**src/rtl/float_multiplier_seq.sv**
```systemverilog
// Multi-cycle floating-point multiplier.
// The significands are multiplied by shift-add, one partial product per clock.
// The product is then normalised and truncated in a single cycle.
// Results are held behind a valid/ready handshake.
module float_multiplier_seq #(
    parameter int FLOAT_SIZE    = 32,
    parameter int EXPONENT_SIZE = 8,
    parameter int MANTISSA_SIZE = 23,
    parameter int BIAS          = 127
) (
    input  logic                  clk,
    input  logic                  reset,
    input  logic                  in_valid,
    output logic                  in_ready,
    input  logic [FLOAT_SIZE-1:0] a,
    input  logic [FLOAT_SIZE-1:0] b,
    output logic                  out_valid,
    input  logic                  out_ready,
    output logic [FLOAT_SIZE-1:0] out,
    output logic                  overflow,
    output logic                  underflow,
    output logic                  inexact
);

    localparam int SIG_W  = MANTISSA_SIZE + 1;
    localparam int PROD_W = 2 * SIG_W;
    localparam int EXP_W  = EXPONENT_SIZE + 2;
    localparam int CNT_W  = $clog2(SIG_W);

    typedef enum logic [1:0] {
        IDLE = 2'd0,
        MULT = 2'd1,
        NORM = 2'd2,
        DONE = 2'd3
    } state_t;

    state_t                   state_r;
    state_t                   state_next_s;
    logic [SIG_W-1:0]         sig_a_r;
    logic [SIG_W-1:0]         sig_b_r;
    logic [EXPONENT_SIZE-1:0] exp_a_r;
    logic [EXPONENT_SIZE-1:0] exp_b_r;
    logic                     sign_r;
    logic [PROD_W-1:0]        acc_r;
    logic [CNT_W-1:0]         cnt_r;

    logic [PROD_W-1:0]        pp_s;
    logic [MANTISSA_SIZE-1:0] mant_s;
    logic                     inexact_s;
    logic [EXP_W-1:0]         exp_sum_s;

    logic                     in_ready_r;
    logic                     out_valid_r;
    logic [FLOAT_SIZE-1:0]    out_r;
    logic                     overflow_r;
    logic                     underflow_r;
    logic                     inexact_r;

    // Biased exponent sum with two guard bits.
    // The top bit flags a negative (underflowed) result.
    // The next bit flags overflow past the field width.
    function automatic logic [EXP_W-1:0] exp_calc(
        input logic [EXPONENT_SIZE-1:0] ea,
        input logic [EXPONENT_SIZE-1:0] eb,
        input logic                     norm
    );
        return {2'b00, ea} + {2'b00, eb} + {{(EXP_W-1){1'b0}}, norm} - EXP_W'(BIAS);
    endfunction

    // Next-state decode for the IDLE/MULT/NORM/DONE sequence
    always_comb begin
        state_next_s = state_r;
        case (state_r)
            IDLE: begin
                if (in_valid && in_ready_r) begin
                    state_next_s = MULT;
                end else begin
                    state_next_s = IDLE;
                end
            end
            MULT: begin
                if (cnt_r == CNT_W'(MANTISSA_SIZE)) begin
                    state_next_s = NORM;
                end else begin
                    state_next_s = MULT;
                end
            end
            NORM: state_next_s = DONE;
            DONE: begin
                if (out_ready) begin
                    state_next_s = IDLE;
                end else begin
                    state_next_s = DONE;
                end
            end
            default: state_next_s = IDLE;
        endcase
    end

    // Partial product for the current multiplier bit
    always_comb begin
        pp_s = {PROD_W{1'b0}};
        if (sig_b_r[cnt_r]) begin
            pp_s = {{SIG_W{1'b0}}, sig_a_r} << cnt_r;
        end else begin
            pp_s = {PROD_W{1'b0}};
        end
    end

    // Normalise a product in [1,4): drop the hidden bit and truncate the rest
    always_comb begin
        mant_s    = {MANTISSA_SIZE{1'b0}};
        inexact_s = 1'b0;
        if (acc_r[PROD_W-1]) begin
            mant_s    = acc_r[PROD_W-2 -: MANTISSA_SIZE];
            inexact_s = |acc_r[PROD_W-MANTISSA_SIZE-2:0];
        end else begin
            mant_s    = acc_r[PROD_W-3 -: MANTISSA_SIZE];
            inexact_s = |acc_r[PROD_W-MANTISSA_SIZE-3:0];
        end
        exp_sum_s = exp_calc(exp_a_r, exp_b_r, acc_r[PROD_W-1]);
    end

    // State register, operand capture and shift-add accumulation
    always_ff @(posedge clk) begin
        if (reset) begin
            state_r <= IDLE;
            sig_a_r <= {SIG_W{1'b0}};
            sig_b_r <= {SIG_W{1'b0}};
            exp_a_r <= {EXPONENT_SIZE{1'b0}};
            exp_b_r <= {EXPONENT_SIZE{1'b0}};
            sign_r  <= 1'b0;
            acc_r   <= {PROD_W{1'b0}};
            cnt_r   <= {CNT_W{1'b0}};
        end else begin
            state_r <= state_next_s;
            case (state_r)
                IDLE: begin
                    if (in_valid && in_ready_r) begin
                        sig_a_r <= {1'b1, a[MANTISSA_SIZE-1:0]};
                        sig_b_r <= {1'b1, b[MANTISSA_SIZE-1:0]};
                        exp_a_r <= a[FLOAT_SIZE-2 -: EXPONENT_SIZE];
                        exp_b_r <= b[FLOAT_SIZE-2 -: EXPONENT_SIZE];
                        sign_r  <= a[FLOAT_SIZE-1] ^ b[FLOAT_SIZE-1];
                        acc_r   <= {PROD_W{1'b0}};
                        cnt_r   <= {CNT_W{1'b0}};
                    end
                end
                MULT: begin
                    acc_r <= acc_r + pp_s;
                    cnt_r <= cnt_r + CNT_W'(1);
                end
                default: begin
                end
            endcase
        end
    end

    // Registered handshake and result outputs.
    // The result is loaded only when leaving NORM.
    always_ff @(posedge clk) begin
        if (reset) begin
            in_ready_r  <= 1'b1;
            out_valid_r <= 1'b0;
            out_r       <= {FLOAT_SIZE{1'b0}};
            overflow_r  <= 1'b0;
            underflow_r <= 1'b0;
            inexact_r   <= 1'b0;
        end else begin
            in_ready_r  <= (state_next_s == IDLE);
            out_valid_r <= (state_next_s == DONE);
            if (state_r == NORM) begin
                out_r       <= {sign_r, exp_sum_s[EXPONENT_SIZE-1:0], mant_s};
                underflow_r <= exp_sum_s[EXP_W-1];
                overflow_r  <= exp_sum_s[EXP_W-2] & ~exp_sum_s[EXP_W-1];
                inexact_r   <= inexact_s;
            end
        end
    end

    assign in_ready  = in_ready_r;
    assign out_valid = out_valid_r;
    assign out       = out_r;
    assign overflow  = overflow_r;
    assign underflow = underflow_r;
    assign inexact   = inexact_r;

endmodule

```
**config.mk**
```make
export PLATFORM = sky130hd
export DESIGN_NAME = float_multiplier_seq
export DESIGN_NICKNAME = d
export VERILOG_FILES = /design/src/rtl/float_multiplier_seq.sv
export SDC_FILE = /design/constraint.sdc
export NUM_CORES = 1
export LEC_CHECK = 0
export CAP_MARGIN = 25
export CORE_ASPECT_RATIO = 1.2
export CORE_MARGIN = 8
export CORE_UTILIZATION = 58
export DETAILED_ROUTE_END_ITERATION = 6
export PLACE_DENSITY = 0.8
export SYNTH_ARGS = -nofsm -noshare
export SYNTH_HDL_FRONTEND = slang
export SYNTH_SLANG_ARGS = --single-unit
```
**constraint.sdc**
```tcl
create_clock -name clk -period 6.1 [get_ports clk]
set_input_delay 1.22 -clock clk [delete_from_list [all_inputs] [get_ports clk]]
set_output_delay 1.22 -clock clk [all_outputs]
set_load 0.005 [all_outputs]
```
; Word level (Yosys, flattened, before mapping)
; Cells that the tools add are included.
[op_classes]
addsub = 5
mul = 0
div_mod_pow = 0
n_lt_le_gt_ge = 1
n_eq_ne = 6
n_shift = 1
muxes = 13
bitwise_logic = 3
n_reduce_logical = 8
[ops]
columns = operator, count
row1 = $mux W48, 2
row2 = $pmux W48 S2, 1
row3 = $add A48 B48 Y48, 1
row4 = $shl A24 B5 Y48, 1
row5 = $reduce_or A24 Y1, 1
row6 = $mux W23, 1
row7 = $reduce_or A23 Y1, 1
row8 = $add A9 B1 Y10, 1
row9 = $pmux W5 S2, 1
row10 = $sub A10 B7 Y10 const B, 1
row11 = $add A8 B8 Y9, 1
row12 = $pmux W2 S4, 1
row13 = $eq A2 B2 Y1 const B, 3
row14 = $lt A5 B6 Y1 const B, 1
row15 = $add A5 B1 Y5 const B, 1
row16 = $bmux W1 S5, 1
row17 = $eq A5 B5 Y1 const B, 1
row18 = $mux W5, 1
row19 = $logic_not A2 Y1, 2
row20 = $mux W2, 2
row21 = $reduce_and A2 Y1, 2
row22 = $mux W1, 3
row23 = $eq A2 B1 Y1 const B, 1
row24 = $ne A2 B2 Y1 const B, 1
row25 = other kinds (5), 5
[word_totals]
regBits = 157
latch_bits = 0
mem_bits_rw = 0
mem_bits_ro = 0
inputBits = 68
elab_cells = 51
memories = 0

; Logic depth before layout (Yosys ltp)
; Gate-level depths: netlist (run 1).
[depth]
ltp_word = 5
mapped_depth = 24
mapped_depth_nobuf = 20

; Worst setup path before layout (run 1)
; Ideal clock, no wire load.
[synth_timing]
path_kind = flip-flop to flip-flop
start = register cnt_r[0]
end = register acc_r[47]
setup_time_ps = 123
arrival_time_ps = 4580
setup_slack_ps = 1397
path_stages_with_launch = 20
synth_period_minus_slack_ps = 4703
cell_sequence = dfxtp_1 > buf_2 > mux4_2 > mux4_2 > nand2_1 > and2_1 > clkbuf_1 > buf_2 > nor2_1 > ha_1 > buf_2 > nand3_1 > nor2_2 > nand4b_4 > a31oi_4 > a41oi_4 > nor4_2 > o21ai_1 > o41ai_2 > mux2_1
[synth_between]
elab_chain_cells = 5
elab_cells_between_ends = 6
classes_between = add/sub (1) / shift (1) / mux (4)
[synth_rtl]
columns = element, line
row1 = start: declaration, 45  ; logic [CNT_W-1:0] cnt_r;
row2 = start signal: assignment, 134  ; cnt_r <= {CNT_W{1'b0}};
row3 = start signal: assignment, 146  ; cnt_r <= {CNT_W{1'b0}};
row4 = start signal: assignment, 151  ; cnt_r <= cnt_r + CNT_W'(1);
row5 = $bmux W1 S5, 103  ; if (sig_b_r[cnt_r]) begin
row6 = $mux W1 (implied by the code), 103
row7 = $mux W48 (*), 103
row8 = $add A48 B48 Y48 (*), 150  ; acc_r <= acc_r + pp_s;
row9 = $pmux W48 S2 (*), 137  ; case (state_r)
row10 = end signal: assignment, 133  ; acc_r <= {PROD_W{1'b0}};
row11 = end signal: assignment, 145  ; acc_r <= {PROD_W{1'b0}};
row12 = end signal: assignment, 150
row13 = end: declaration, 44  ; logic [PROD_W-1:0] acc_r;
; Every way passes the cells marked *; elsewhere a longest branch is shown, timed or not. The select of a mux whose other input is x is not followed.
; A chain may end at the register's enable or synchronous reset.

; Worst setup path after layout (run 1)
; Ends and elaborated chain as after synthesis.

==> metrics.md, run 1 <==
| Metric | Value |
|---|---|
| Number of synthesized flops with an enable pin | `0` |
| Root cell of the clock tree | `clkbuf_16` |
| Relative slew slack | `0.499` |
| CP top delay family | `simple AND/OR/NAND/NOR gates` |
| Routed Wire Length | `28300 um` |
| R2r setup slk | `1.04 ns` |
| Top_reg_cell synth | `dfxtp_1` |
| Input/output buffers | `104` |
| Global-route wire length before repair | `47500 um` |
| Crit-path max FO | `37` |
| Detailed-route via count | `9614` |
| Hold WS | `0.451 ns` |
| Req. time, crit path | `6.43 ns` |
| Cts bufs inserted | `17` |
| Synth top area share | `0.301` |
| Synth warnings | `0` |
| Core Footprint | `0.0175 mm2` |
| Routed met2 length | `13600 um` |
| Pwr/cell area | `207 mW/mm2` |
| Hold_sp | `sign_r` |
| Average cell area after synthesis | `7.71 um2` |
| Global-route usage over all layers | `0.251` |
| Fmax achieved | `197 MHz` |
| Slowest stage cell, crit path | `mux4_2` |
| Maximum VDD drop | `0.195 mV` |
| Die height | `163 um` |
| FF-to-FF path depth | `17` |
| Rows | `53` |
| Worst Hold Depth | `2` |
| DRC | `0` |
| Final Hold Fails | `0` |
| Highest metal used | `met4` |
| Syn-to-layout area delta | `16.6%` |
| Final Critical Period | `5.06 ns` |
| Die X | `138 um` |
| Clk_lat worst skew | `0.44 ns` |
| Commonest cells after routing, fill and taps aside | `nand2_1, a21oi_1, dfxtp_1` |
| Starting density of the core | `0.593` |
| Worst path max stage delay | `0.57 ns` |
| GPL Wtd Cong | `0.913` |
| PostCTS Resize Cnt | `0` |
| DRT met1 WL | `12800 um` |
| Synth Cell Area | `0.0104 mm2` |
| Initial antenna violation count | `0` |
| Lkg Pwr | `4.51 nW` |
| Status | `complete, no violations` |
| Reg-to-reg startpoint | `cnt_r[0]` |
| Area leader, netlist | `dfxtp_1` |
| Final #Nets | `1525` |
| Final TNS setup | `0 ns` |
| Vias in the first global route | `9394` |
| Cells after Synth | `1346` |
| CP startpoint kind | `flip-flop` |
| Worst EP arrival | `5.39 ns` |
| Total global routing overflow | `0` |
| Slew Limit Fails | `0` |
| Top post-synthesis cells by area | `dfxtp_1, nand2_1, a21oi_1, ha_1, mux2i_1` |
| Unrepaired setup endpoints after global routing | `no` |
| Antenna-violating nets left | `0` |
| CTS clk-pin slew, worst paths | `0.07 ns` |
| Deepest clock path buffer count | `2` |
| CP Capture Type | `flip-flop` |
| CTS tree | `yes` |
| Setup Skew | `0.00749 ns` |
| Final period utilization | `0.830` |
| Initial DRC count | `700` |
| Worst slew pin tran | `0.751 ns` |
| Yosys reg bits | `156` |
| DR WL/cell | `17.5 um` |
| Clk sinks | `156` |
| Seq/Total Area, Yosys | `0.301` |
| WS Path Type | `reg2reg` |
| I/O pin cnt | `105` |
| Min-Delay Path Class | `reg2reg` |
| Drt via density | `5.92` |
| Max cap viols | `0` |
| Worst-path cell chain | `buf_4 > mux4_2 > mux2i_1 > or2_2 > and2_1 > buf_4 > nor2_1 > ha_1 > nand3_1 > nor2_2 > nand4b_4 > a31oi_4 > a41oi_4 > nor4_2 > o21ai_1 > o41ai_2 > mux2_1` |
| Antenna Diode Count | `0` |
| DP HPWL | `21100 um` |
| H-tree depth | `4` |
| Mapped Nets | `1480` |
| Share of cells above drive strength 1 | `0.0748` |
| CP Buf/Inv Count | `2` |
| WL met3 | `1280 um` |
| Final Setup Violations | `0` |
| Detailed Routing Iterations Pass 1 | `5` |
| Leading cell type in the layout, fill and taps excluded | `nand2_1` |
| Distinct cells, synth | `75` |
| Asr flop ratio synth | `0` |
| CP dominant cell by count | `buf_4` |
| RR Endpoint | `acc_r[47]` |
| Setup repair bufs after CTS | `0` |
| Hold_buf cts | `0` |
| Die area | `0.0224 mm2` |
| Largest net degree at the start of global routing | `79` |
| Hold path endpoint | `out[31]` |
-- worst reg2reg max path, stage by stage (launching register included) --
cell and delay, ns:
dfxtp_2 0.41, buf_4 0.42, mux4_2 0.58, mux2i_1 0.21
or2_2 0.24, and2_1 0.16, buf_4 0.23, nor2_1 0.09
ha_1 0.43, nand3_1 0.18, nor2_2 0.18, nand4b_4 0.15
a31oi_4 0.30, a41oi_4 0.21, nor4_2 0.40, o21ai_1 0.18
o41ai_2 0.25, mux2_1 0.35
-- how the worst max path moves through the flow --
| stage | startpoint | end | slack [ns] | depth (start not counted) |
|---|---|---|---|---|
| after floorplan | cnt_r[0] | acc_r[47] | 1.40 | 19 |
| after global placement | cnt_r[0] | acc_r[47] | 1.22 | 17 |
| after detailed placement | cnt_r[0] | acc_r[47] | 1.09 | 17 |
| after CTS | cnt_r[0] | acc_r[47] | 1.05 | 17 |
| after global routing | cnt_r[1] | acc_r[46] | 0.70 | 19 |
| final | cnt_r[0] | acc_r[47] | 1.04 | 17 |
-- synth_stat cells, types with 3 or more instances --
cell and n:
mux2_2 12, mux2i_1 49, nor3_1 15, nand4_1 6
o21ai_0 62, nor2b_1 19, o21a_1 9, nand2_1 243
o211ai_1 3, o21ai_1 6, buf_1 10, mux4_2 17
nand3_1 45, a22oi_1 7, nand2b_1 8, a21oi_1 165
dfxtp_1 156, and3_1 6, o21bai_1 7, a21o_1 25
and2_1 8, a211oi_1 39, or3_1 3, o22a_1 4
ha_1 64, or2_2 4, nor4_1 6, buf_2 13
xor2_1 21, inv_1 29, a31oi_1 15, clkbuf_1 69
nor2_1 128, xnor2_1 25
-- final cells by class --
class | instances | area, um2
sequential | 156 | 3130
clock buffer | 17 | 425
multi-input combinational | 1067 | 6800
tap | 220 | 275
clock inverter | 15 | 145
timing repair buffer | 120 | 1220
fill | 1522 | 5410
inverter | 29 | 109
-- layer usage --
layer	global-route usage	vias to the layer above
met5	0	-
met4	0.0802	0
met3	0.0405	52
met2	0.431	267
met1	0.316	4453
li1	-	4842
-- through the flow --
step	cell area, um2	power (mW)	util	cells	worst slack, ns
final	12100	2.50	0.691	1624	1.04
after global routing	12100	2.60	0.691	1624	0.696
after CTS	12100	2.51	0.691	1624	1.05
after detailed placement	11500	1.47	0.658	1592	1.09
after global placement	11400	1.46	0.654	1589	1.22
after floorplan	10400	1.35	-	1346	1.40
-- report_power, final --
part,internal [mW],total [mW],switching [mW]
sequential,1.05,1.09,0.0308
clock,0.543,1.05,0.505
combinational,0.154,0.371,0.218
-- cells by family after synthesis --
family | Yosys count | share of synthesized area
xor gates and xnor gates | 46 | 0.0388
buffers and inverters | 123 | 0.0466
AOI/OAI and AO/OA | 371 | 0.222
and+or+nand+nor | 505 | 0.212
muxes | 79 | 0.0983
adders and majority gates | 66 | 0.0810
DFF | 156 | 0.301
-- sequential cells by signal, indices dropped and copies added, names as in the netlist --
register and cells:
acc_r 48, cnt_r 5, exp_a_r 8, exp_b_r 8
in_ready 1, inexact 1, out 32, out_valid 1
overflow 1, sig_a_r 24, sig_b_r 23, sign_r 1
state_r 2, underflow 1
No activity file was read; power rests on OpenSTA's default activity.
==> run 2: changes to the inputs <==
--- a/config.mk
+++ b/config.mk
@@ -8,9 +8,9 @@
 export CAP_MARGIN = 25
 export CORE_ASPECT_RATIO = 1.2
 export CORE_MARGIN = 8
-export CORE_UTILIZATION = 58
+export CORE_UTILIZATION = 53
 export DETAILED_ROUTE_END_ITERATION = 6
-export PLACE_DENSITY = 0.8
+export PLACE_DENSITY = 0.77
 export SYNTH_ARGS = -nofsm -noshare
 export SYNTH_HDL_FRONTEND = slang
 export SYNTH_SLANG_ARGS = --single-unit
==> constraint.sdc (replaced) <==
create_clock -name clk -period 4.6 [get_ports clk]
set_input_delay 0.92 -clock clk [delete_from_list [all_inputs] [get_ports clk]]
set_output_delay 0.92 -clock clk [all_outputs]
set_load 0.005 [all_outputs]
==> run 2 against run 1 <==
  * Sequential share of layout area fell by 1.1 points
  * Combinational power grew 41%
  * Worst setup slack lost 0.97 ns
  * Via count rose by 3.8%
  * Fmax grew 12%
  * Routed wire length grew 5.0%
  * Global-route usage shrank 0.63 points
  * Non-clock buffer count up 42
  * Register-to-register slack worse by 0.97 ns
  * Utilization down 3.9 points
  * Highest routed layer unchanged
==> metrics.md, run 2 (synthesis gave the netlist of run 1 again) <==
| Metric | Value |
|---|---|
| Status | `complete, no violations` |
| Final Setup Violations | `0 (unchanged)` |
| DRC | `0 (unchanged)` |
| Worst slew pin tran | `0.789 ns (+0.0379 ns)` |
| Slew Limit Fails | `0 (unchanged)` |
| Post-DP Area | `0.0119 mm2 (+3.0%)` |
| DP HPWL | `21700 um (+2.8%)` |
| Setup ws final | `0.0613 ns (-0.974 ns)` |
| Comb power frac | `0.153 (+0.005)` |
| Reg-to-reg startpoint | `cnt_r[0]` |
| Maximum VDD drop | `0.269 mV (+38%)` |
| R2r setup slk | `0.06 ns (-0.97 ns)` |
| Rows | `56 (+5.7%)` |
| RR Endpoint | `acc_r[44]` |
| Core Footprint | `0.0194 mm2 (+11%)` |
| Switching portion of total power | `0.309 (+0.00849)` |
| Top reg by flops | `acc_r` |
| Clock share of power | `0.427 (+0.009)` |
| Initial DRC count | `716 (+2.3%)` |
| Sequential cell area | `0.00313 mm2 (about the same)` |
| FF-to-FF path depth | `19 (+2)` |
| Crit. Startpoint | `cnt_r[0]` |
| Largest net degree at the start of global routing | `74 (-6.3%)` |
| Fmax achieved | `220 MHz (+12%)` |
| Pwr/cell area | `271 mW/mm2 (+31%)` |
| CTS clk-pin slew, worst paths | `0.08 ns (about the same)` |
| Leading cell type in the layout, fill and taps excluded | `nand2_1` |
| Pre-CTS WS | `0.0552 ns (-1.04 ns)` |
| Detailed Routing Iterations Pass 1 | `6 (+1)` |
| CP Capture Type | `flip-flop` |
| Antenna-violating nets left | `0 (unchanged)` |
| Drt via density | `5.84 (-1.3%)` |
| Req. time, crit path | `4.93 ns (-1.50 ns)` |
| Input/output buffers | `104 (unchanged)` |
| Die X | `144 um (+4.1%)` |
| Antenna Diode Count | `0 (unchanged)` |
| Deepest clock path buffer count | `2 (unchanged)` |
| Setup Skew | `0.0141 ns (+0.00664 ns)` |
| H-tree depth | `4 (unchanged)` |
| Routed Wire Length | `29800 um (+5.0%)` |
| WS Path Type | `reg2reg` |
| Final period utilization | `0.987 (+0.156)` |
| Worst EP arrival | `4.87 ns (-0.52 ns)` |
| Global-route usage over all layers | `0.245 (-0.00634)` |
| Final #Nets | `1567 (+2.8%)` |
| Commonest cells after routing, fill and taps aside | `nand2_1, a21oi_1, dfxtp_1` |
| Share of cells above drive strength 1 | `0.114 (+0.0393)` |
| CTS tree | `yes` |
| Final Hold Fails | `0 (unchanged)` |
| Clk_lat worst skew | `0.45 ns (about the same)` |
| Hold_sp | `out[30]` |
| Lkg Pwr | `4.79 nW (+6.1%)` |
| Final instance area | `0.0127 mm2 (+4.7%)` |
| Min-Delay Path Class | `reg2reg` |
| Max cap viols | `0 (unchanged)` |
| Detailed-route via count | `9975 (+3.8%)` |
| Global-route wire length before repair | `48100 um (+1.2%)` |
| Worst Hold Depth | `2 (unchanged)` |
| Hold path endpoint | `out[30]` |
| Clk sinks | `156 (unchanged)` |
| Fillers | `1720 (+13%)` |
| DR WL/cell | `17.4 um (about the same)` |
| Total global routing overflow | `0 (unchanged)` |
| Root cell of the clock tree | `clkbuf_16` |
| Multi-input gate area | `0.00689 mm2 (+1.4%)` |
| Hold WS | `0.451 ns (-0.000187 ns)` |
| Vias in the first global route | `9520 (+1.3%)` |
| Syn-to-layout area delta | `22.0%` |
| CP startpoint kind | `flip-flop` |
| Cell Int Power | `2.37 mW (+35%)` |
| Unrepaired setup endpoints after global routing | `yes` |
| Switching power total | `1.06 mW (+41%)` |
| Final Critical Period | `4.54 ns (-0.526 ns)` |
| Die area | `0.0243 mm2 (+8.4%)` |
| Crit-path max FO | `18 (-51%)` |
| Initial antenna violation count | `0 (unchanged)` |
| Cts bufs inserted | `17 (unchanged)` |
| Die height | `169 um (+4.2%)` |
| Part of the power in registers | `0.420 (-0.013)` |
| Starting density of the core | `0.535 (-0.0581)` |
| GPL Wtd Cong | `0.975 (+6.8%)` |
| Max reg flops | `48 (unchanged)` |
| I/O pin cnt | `105 (unchanged)` |
| Relative slew slack | `0.474 (-0.0252)` |
[run 2: changes by cell type in the layout (fill, tap and decap cells not counted), sizes merged]
cell	change
buf	+41
clkinv	+6
inv	-5
bufbuf	+1
clkinvlp	-1
[run 2: per-layer routing]
layer,track usage,part of all wire
met5,0,0
met4,0.102,0.032
met3,0.0369,0.048
met2,0.411,0.49
met1,0.306,0.43
[run 2: what timing repair did]
item | CTS | global route
pin swaps | 0 | 7
hold buffers | 0 | 0
setup buffers | 0 | 4
gates cloned | 1 | 0
resized for setup | 2 | 21
setup endpoints to repair | 3 | 11
[run 2: cell type report]
| class | count | share of cell area |
|---|---|---|
| sequential | 156 | 0.247 |
| tap | 261 | 0.0258 |
| multi-input combinational | 1067 | 0.544 |
| clock buffer | 17 | 0.0336 |
| timing repair buffer | 162 | 0.125 |
| inverter | 29 | 0.00860 |
| clock inverter | 15 | 0.0158 |
[run 2: worst max-delay path, cell delays in order (launching register included)]
cell,delay (ns)
dfxtp_4,0.40
mux4_2,0.51
mux4_2,0.56
nand2_2,0.12
and2_1,0.21
buf_6,0.20
a21oi_2,0.07
ha_1,0.31
buf_4,0.17
a21o_1,0.15
a21o_1,0.17
a21oi_1,0.27
a31oi_2,0.15
a211oi_2,0.27
buf_4,0.16
o21ai_2,0.08
nand2_1,0.13
o21ai_0,0.13
xor2_1,0.16
a22o_1,0.18
[run 2: power by group through the flow]
stage               combinational, mW  sequential (mW)  clock (mW)
finish                          0.523             1.44        1.46
global route                    0.576             1.44        1.52
CTS                             0.516             1.44        1.47
detailed placement              0.504             1.47           0
global placement                0.490             1.47           0
floorplan                       0.333             1.45           0
[run 2: worst max path at each step]
stage                     slack, ns         to
after detailed placement       0.06  acc_r[36]
after floorplan               0.009  acc_r[47]
after global placement         0.05  acc_r[44]
after CTS                    0.0006  acc_r[44]
final                          0.06  acc_r[44]
after global routing          -0.09  acc_r[36]
[run 2: through the flow]
step	std cells	utilization	power [mW]	TNS, ns
global route	1707	0.652	3.55	-0.210
global placement	1668	0.609	1.96	0
floorplan	1346	-	1.79	0
finish	1707	0.652	3.43	0
detailed placement	1670	0.612	1.97	0
CTS	1703	0.646	3.43	0
